===== src/rtl/sym_fir_pkg.sv =====
`default_nettype none
// ============================================================================
// sym_fir_pkg : shared FSM state type and result-width helper  -- rev 1.0
// ============================================================================
package sym_fir_pkg;

  typedef enum logic [0:0] {
    IDLE = 1'b0,
    MAC  = 1'b1
  } state_t;

  // Headroom covers N_COEFFS pre-added products each one bit wider than a sample.
  function automatic int out_word_size(input int in_w, input int coeff_w, input int n_coeffs);
    return in_w + coeff_w + $clog2(n_coeffs) + 1;
  endfunction

endpackage
`default_nettype wire


===== src/rtl/sym_fir_sample_buffer.sv =====
`default_nettype none
// ============================================================================
// sym_fir_sample_buffer : circular sample history, 1 write / 2 offset reads -- rev 1.0
// ============================================================================
module sym_fir_sample_buffer #(
  parameter  int WORD_SIZE = 16,
  parameter  int DEPTH     = 10,
  localparam int AW        = $clog2(DEPTH)
) (
  input  logic                        clk,
  input  logic                        rst,
  input  logic                        wr_en,
  input  logic signed [WORD_SIZE-1:0] wr_data,
  input  logic        [AW-1:0]        off_a,
  input  logic        [AW-1:0]        off_b,
  output logic signed [WORD_SIZE-1:0] rd_a,
  output logic signed [WORD_SIZE-1:0] rd_b
);

  localparam logic [AW-1:0] PTR_LAST = AW'(DEPTH - 1);
  localparam logic [AW:0]   DEPTH_X  = (AW + 1)'(DEPTH);

  logic signed [WORD_SIZE-1:0] mem [DEPTH];
  logic        [AW-1:0]        wr_ptr;

  // Offset 0 is the newest sample, which sits one slot behind the write pointer.
  function automatic logic [AW-1:0] slot(input logic [AW-1:0] ptr, input logic [AW-1:0] off);
    logic [AW:0] s;
    s = {1'b0, ptr} + {1'b0, PTR_LAST} - {1'b0, off};
    return (s >= DEPTH_X) ? AW'(s - DEPTH_X) : s[AW-1:0];
  endfunction

  always_ff @(posedge clk) begin
    if (rst) begin
      for (int i = 0; i < DEPTH; i++) mem[i] <= '0;
      wr_ptr <= '0;
    end else if (wr_en) begin
      mem[wr_ptr] <= wr_data;
      wr_ptr      <= (wr_ptr == PTR_LAST) ? '0 : wr_ptr + AW'(1);
    end
  end

  assign rd_a = mem[slot(wr_ptr, off_a)];
  assign rd_b = mem[slot(wr_ptr, off_b)];

endmodule
`default_nettype wire


===== src/rtl/sym_fir_mac_sequencer.sv =====
`default_nettype none
// ============================================================================
// sym_fir_mac_sequencer : even-symmetric FIR on one time-shared pre-add MAC -- rev 1.0
// ============================================================================
module sym_fir_mac_sequencer
  import sym_fir_pkg::*;
#(
  parameter  int INPUT_WORD_SIZE = 16,
  parameter  int COEFF_WORD_SIZE = 16,
  parameter  int N_COEFFS        = 5,
  parameter  logic signed [N_COEFFS-1:0][COEFF_WORD_SIZE-1:0] COEFFS = '0,
  localparam int OUTPUT_WORD_SIZE = out_word_size(INPUT_WORD_SIZE, COEFF_WORD_SIZE, N_COEFFS)
) (
  input  logic                               clk,
  input  logic                               rst,
  input  logic signed [INPUT_WORD_SIZE-1:0]  data_in,
  input  logic                               valid_in,
  output logic                               ready_in,
  output logic signed [OUTPUT_WORD_SIZE-1:0] data_out,
  output logic                               valid_out,
  output logic                               busy
);

  localparam int DEPTH = 2 * N_COEFFS;
  localparam int AW    = $clog2(DEPTH);
  localparam int KW    = (N_COEFFS > 1) ? $clog2(N_COEFFS) : 1;
  localparam int PW    = INPUT_WORD_SIZE + 1;
  localparam int MW    = PW + COEFF_WORD_SIZE;
  localparam logic [KW-1:0] K_LAST     = KW'(N_COEFFS - 1);
  localparam logic [AW-1:0] OFF_MIRROR = AW'(DEPTH - 1);

  state_t                               state, state_next;
  logic        [KW-1:0]                 k, k_next;
  logic signed [OUTPUT_WORD_SIZE-1:0]   acc, acc_next, acc_sum, data_out_next;
  logic                                 valid_next, wr_en;
  logic        [AW-1:0]                 off_new, off_old;
  logic signed [INPUT_WORD_SIZE-1:0]    tap_new, tap_old;
  logic signed [PW-1:0]                 pre_sum;
  logic signed [COEFF_WORD_SIZE-1:0]    coeff;
  logic signed [MW-1:0]                 product;

  // Tap k pairs with its mirror 2N-1-k, so both share COEFFS[k].
  assign off_new = AW'(k);
  assign off_old = OFF_MIRROR - off_new;

  sym_fir_sample_buffer #(
    .WORD_SIZE (INPUT_WORD_SIZE),
    .DEPTH     (DEPTH)
  ) u_buffer (
    .clk     (clk),
    .rst     (rst),
    .wr_en   (wr_en),
    .wr_data (data_in),
    .off_a   (off_new),
    .off_b   (off_old),
    .rd_a    (tap_new),
    .rd_b    (tap_old)
  );

  assign coeff   = COEFFS[k];
  assign pre_sum = PW'(tap_new) + PW'(tap_old);
  assign product = coeff * pre_sum;
  assign acc_sum = acc + OUTPUT_WORD_SIZE'(product);

  always_comb begin
    state_next    = state;
    k_next        = k;
    acc_next      = acc;
    data_out_next = data_out;
    valid_next    = 1'b0;
    wr_en         = 1'b0;
    ready_in      = 1'b0;
    busy          = 1'b0;
    case (state)
      IDLE: begin
        ready_in = 1'b1;
        if (valid_in) begin
          wr_en      = 1'b1;
          acc_next   = '0;
          k_next     = '0;
          state_next = MAC;
        end
      end
      MAC: begin
        busy = 1'b1;
        if (k == K_LAST) begin
          data_out_next = acc_sum;
          valid_next    = 1'b1;
          k_next        = '0;
          state_next    = IDLE;
        end else begin
          acc_next = acc_sum;
          k_next   = k + KW'(1);
        end
      end
      default: state_next = IDLE;
    endcase
  end

  always_ff @(posedge clk) begin
    if (rst) begin
      state     <= IDLE;
      k         <= '0;
      acc       <= '0;
      data_out  <= '0;
      valid_out <= 1'b0;
    end else begin
      state     <= state_next;
      k         <= k_next;
      acc       <= acc_next;
      data_out  <= data_out_next;
      valid_out <= valid_next;
    end
  end

endmodule
`default_nettype wire


===== config.mk =====
export PLATFORM = sky130hd
export DESIGN_NAME = sym_fir_mac_sequencer
export DESIGN_NICKNAME = d
export VERILOG_FILES = /design/src/rtl/sym_fir_pkg.sv /design/src/rtl/sym_fir_sample_buffer.sv /design/src/rtl/sym_fir_mac_sequencer.sv
export SDC_FILE = /design/constraint.sdc
export NUM_CORES = 1
export LEC_CHECK = 0
export BUFFER_PORTS_ARGS = -buffer_cell sky130_fd_sc_hd__buf_2
export CAP_MARGIN = 20
export CORE_UTILIZATION = 35
export CTS_BUF_LIST = sky130_fd_sc_hd__clkbuf_8 sky130_fd_sc_hd__clkbuf_16
export CTS_CLUSTER_DIAMETER = 100
export DETAILED_ROUTE_END_ITERATION = 10
export PLACE_DENSITY_LB_ADDON = 0.3
export SYNTH_ARGS = -nofsm -noshare
export SYNTH_HDL_FRONTEND = slang
export SYNTH_HIERARCHICAL = 1
export SYNTH_SLANG_ARGS = --single-unit

===== constraint.sdc =====
create_clock -name clk -period 1.6 [get_ports clk]
set_input_delay 0.32 -clock clk [delete_from_list [all_inputs] [get_ports clk]]
set_output_delay 0.32 -clock clk [all_outputs]
set_load 0.005 [all_outputs]

* Word level (Yosys, flattened, before mapping) *
Memories as Yosys holds them, arrays and structs flattened. A register that Yosys moved wholly into a read port is not among the register bits.
Index checks and enable logic that the tools add are counted.

storage, ports and cells
  bits of input ports = 19
  output and inout bits = 39
  memory bits (writable) = 160
  register bits = 81
  word-level logic and storage cells = 58
  ROM bits = 128
  memories = 2

cells by class
  multiplexer cells = 27
  bitwise operators = 1
  reductions and logical operators = 4
  add/subtract/negate cells = 10
  magnitude comparators = 3
  equal/unequal tests = 4
  multiply operators = 1

memory list
  name              words  width  rd ports  clocked after memory_dff  wr ports  RTL line                     RTL
  u_buffer.mem      10     16     2         0                         10        sym_fir_sample_buffer.sv:23  logic signed [WORD_SIZE-1:0] mem [DEPTH];
  (name not given)  8      16     1         1                         0         sym_fir_mac_sequencer.sv:60  assign coeff = COEFFS[k];

operators with widths
  operator                                             count
  2-to-1 mux 36 bit                                    2
  one-hot mux 36 bit (2 select lines)                  1
  adder 36 x 33 -> 36 bit                              1
  multiplier 16 x 17 -> 33 bit                         1
  2-to-1 mux 16 bit                                    2
  adder 16 x 16 -> 17 bit                              1
  2-to-1 mux 4 bit                                     4
  OR reduction 16 bit                                  1
  2-to-1 mux 1 bit                                     12
  2-to-1 mux 3 bit                                     4
  >= comparator 5 x 4 -> 1 bit, second input constant  2
  subtractor 4 bit, second input constant              2
  one-hot mux 3 bit (2 select lines)                   1
  adder 4 x 4 -> 5 bit, second input constant          1
  subtractor 5 x 3 -> 5 bit                            1
  subtractor 5 x 4 -> 5 bit                            1
  adder 4 x 1 -> 4 bit, second input constant          1
  == test 4 bit, second input constant                 1
  < comparator 3 x 4 -> 1 bit, second input constant   1
  != test 2 bit, second input constant                 2
  AND reduction 2 bit                                  2
  subtractor 4 x 3 -> 4 bit, first input constant      1
  adder 3 x 1 -> 3 bit, second input constant          1
  == test 3 bit, second input constant                 1
  other kinds (3)                                      3

* Longest topological paths before layout *
An unclocked memory read counts as a cell.

  depth after elaboration = 10
  mapped depth = 5
  depth with buffers taken out = 5

* Least setup slack after synthesis *
OpenSTA, ideal clock, no wires.

  kind = register to register
  from = reg k[0]
  to = reg k[2]
  required time = 1.530 ns
  arrival time = 0.927 ns
  period minus slack after synthesis = 0.996 ns
  path buffers = 0
  cell stages (with the launch flop) = 6
  library setup time = 0.070 ns
  slack = 0.604 ns
  cell sequence = dfxtp_1 -> inv_1 -> ha_1 -> nor3b_2 -> o21ai_1 -> a21oi_1

between the ends
  cells in the longest elaborated chain, start to end = 3
  elaborated cells between the ends (all ways) = 4
  classes of those cells = add/sub: 1; eq/ne: 1; mux: 2

RTL lines
  element                                                       RTL line                                                  RTL
  start: declaration                                            sym_fir_mac_sequencer.sv:33                               logic [KW-1:0] k, k_next;
  start signal: assignment                                      sym_fir_mac_sequencer.sv:109                              k <= k_next;
  adder 3 x 1 -> 3 bit / == test 3 bit (equally long branches)  sym_fir_mac_sequencer.sv:93, sym_fir_mac_sequencer.sv:86
  2-to-1 mux 3 bit (*)                                          sym_fir_mac_sequencer.sv:86                               if (k == K_LAST) begin
  one-hot mux 3 bit (2 select lines) (*)                        sym_fir_mac_sequencer.sv:74                               case (state)

Every way passes the cells marked *; elsewhere a longest branch is shown, timed or not.
A chain may end at the register's enable or synchronous reset.

* Worst setup path in the final report *
  from = reg state
  to = out ready_in

between the ends
  cells in the longest elaborated chain, start to end = 1

RTL lines
  element                   RTL line                      RTL
  start: declaration        sym_fir_mac_sequencer.sv:32   state_t state, state_next;
  start signal: assignment  sym_fir_mac_sequencer.sv:108  state <= state_next;
  2-to-1 mux 1 bit          sym_fir_mac_sequencer.sv:74
  end: declaration          sym_fir_mac_sequencer.sv:18   output logic ready_in,

No other way between the ends.

==> reports/metrics.cfg <==
[pwr]
vdd_ir_drop_max_uv=272.4
total_switching_power_w=0.00009984
pwr-share-clk_pct=55.5
p_sw_share_pct=24.58
internal_power_w=0.0003063
leakage_nw=0.2454
comb_power_share_pct=10.9
power.density_nw_per_um2=911.8
pwr-share-seq_pct=33.6

[finish]
layout-drive-gt1-share_pct=15.94
post_synthesis_to_final_layout_area_growth_pct=-12.10
sequential_area_um2=100.1
most-common-layout-cells=sky130_fd_sc_hd__conb_1 (36), sky130_fd_sc_hd__buf_2 (5), sky130_fd_sc_hd__dfxtp_1 (5)
layout.cells.most_common=sky130_fd_sc_hd__conb_1
filler_cell_count=142
n_antenna_cell=0
multi_input_comb_area_um2=245.2
final_nets=91

[clock_tree]
clock-sinks=5
clkLatencyLatePin_ps=220
total_cts_buffers=3
holdBufCountCts=0
clockBufferDepth=2
cts.repair.resized=0
cts_tree=done
cts_clk_pin_slew_worst_paths_ps=30
cts_post_setup_buffers_inserted=0
cts_root_buf=sky130_fd_sc_hd__clkbuf_8
clock_tree.htree_level_count=1

[placed_design]
port_buffers=5
pre_cts_ws_ps=518.9
hpwl_um=435
gp_routability_congestion=0.6672

[critical_path]
cp.arrival_ps=890
category_of_the_critical_setup_timing_path=reg -> out
critical-path-max-stage-delay_ps=490
ordered_cell_list_for_the_critical_path=inv_2 -> buf_2
critPathRequiredTime_ps=1280
critical_path.max_fanout=9
startpoint_type=flop
crit_path_top_delay_cell=sky130_fd_sc_hd__dfxtp_1
crit_path_end_kind=output port

[detailed_routing]
detail_route.drc_violations=0
ant_nets=0
dr.pass1.iters=3
dr.first_iter.drc_count=1
num_vias=290
wirelength_per_cell_um=6.369
viasPerCell=3.452
wirelength_um=535

[die]
core_area_um2=1318
die-width_um=40.05
dieHeight_um=40.05
total_i_o_pin_count=58
initial_core_util_pct=38.46
die_footprint_um2=1604
floorplan.rows=13

[grt]
grt_overflow=0
global_route.usage.total_pct=8.477
grt_pass1_vias=187
grt_pass1_wl_um=793
pin_count_of_the_biggest_net_entering_global_routing=10
grt_antenna_before_repair=0

[timing]
fin_hold_ws_ps=332.3
post_route_setup_slack_ps=385.9
setup_tns_final_ps=0
fin_worst_skew_ps=0.8783
final_setup_vio_count=0
layout_worst_path_cycle_share_pct=75.88
unrepaired_setup_endpoints_after_global_routing=false
final_period_minus_worst_setup_slack_ps=1214
finalHoldViolations=0
maxSlewViolCount=0
fmax_ghz=0.8237

[synth]
synth-seq-cells=5
syn_area_per_cell_um2=8.173
synthDistinctLibCells=19
postSynthCellCount=62
synth.yosys.seq_area_share_pct=19.75
syn-cell-area_um2=506.7
yosys_warning_total=6

[flow_run]
maxCapViolations=0

[run_status]
status=finished, final reports clean

[min_path]
hp-class=in -> reg

==> routing by layer <==
metal	wire [um]	up-vias	track usage, %
met4	25	0	12.93
met3	73	4	3.333
met5	0	-	0
met2	243	23	10.89
met1	193	125	8.525
li1	-	138	-
==> worst paths after layout <==
| kind | depth (start not counted) | end | from | slack (ps) |
|---|---|---|---|---|
| worst max-delay path | 2 | ready_in | state | 390 |
| worst min-delay path | 2 | k[2] | rst | 330 |
| worst max register to register | 5 | k[2] | k[0] | 530 |
| worst min register to register | 2 | k[0] | k[0] | 470 |
==> power groups by stage <==
| stage | Clock, W | Combinational (W) | Sequential [W] |
|---|---|---|---|
| after floorplan | 0 | 0.000103 | 0.000135 |
| after global placement | 0 | 0.0000428 | 0.000138 |
| after detailed placement | 0 | 0.0000432 | 0.000138 |
| after CTS | 0.000233 | 0.0000433 | 0.000136 |
| after global routing | 0.000250 | 0.0000554 | 0.000137 |
| final | 0.000225 | 0.0000443 | 0.000136 |
==> layout make-up <==
type / count / area share [%]
clock buffers: 3 / 9.270
clock inverters: 1 / 0.8427
flip-flops and latches: 5 / 22.47
multi-input cells: 52 / 55.06
well taps: 15 / 4.213
repair buffers: 5 / 5.618
inverters: 3 / 2.528
==> state kept, by name, summed over array words and instances, names as in the netlist <==
register,cells
state,1
k,3
valid_out,1
==> metrics by stage <==
step / std cells / cell area, um2 / power (W) / utilization, %
3_3_place_gp: 80 / 400.4 / 0.0001811 / 30.39
6_report: 84 / 445.4 / 0.0004062 / 33.81
4_1_cts: 84 / 445.4 / 0.0004130 / 33.81
2_1_floorplan: 97 / 638.1 / 0.0002380 / -
5_1_grt: 84 / 445.4 / 0.0004424 / 33.81
3_5_place_dp: 80 / 400.4 / 0.0001815 / 30.39
==> cells by family after synthesis <==
group,share of synthesized area [%]
compound gates,5.926
fa+ha+maj,4.937
buf+inv,57.78
flops,19.75
other cells,0.7400
simple gates,10.86
==> critical path, delay by kind of cell, from the launching register on <==
kind	cells	cell delay, ps
buffers and inverters	2	190
DFF	1	490
==> synth_stat cells <==
master,n,area share (%)
sky130_fd_sc_hd__a311oi_1,1,1.7
sky130_fd_sc_hd__ha_1,2,4.9
sky130_fd_sc_hd__conb_1,1,0.74
sky130_fd_sc_hd__o21ai_1,1,0.99
sky130_fd_sc_hd__inv_1,2,1.5
sky130_fd_sc_hd__nand3b_1,1,1.5
sky130_fd_sc_hd__buf_4,36,53
sky130_fd_sc_hd__nand2_1,2,1.5
sky130_fd_sc_hd__a21oi_1,2,2.0
sky130_fd_sc_hd__nand3_1,1,0.99
sky130_fd_sc_hd__nor2_1,1,0.74
sky130_fd_sc_hd__nor2_2,1,1.2
sky130_fd_sc_hd__inv_2,1,0.74
sky130_fd_sc_hd__nor3b_1,1,1.5
sky130_fd_sc_hd__nor3_1,1,0.99
sky130_fd_sc_hd__dfxtp_1,5,20
sky130_fd_sc_hd__nor3b_2,1,2.5
sky130_fd_sc_hd__buf_6,1,2.2
sky130_fd_sc_hd__a31oi_1,1,1.2
Note: power is estimated with default switching activity, not from simulation.
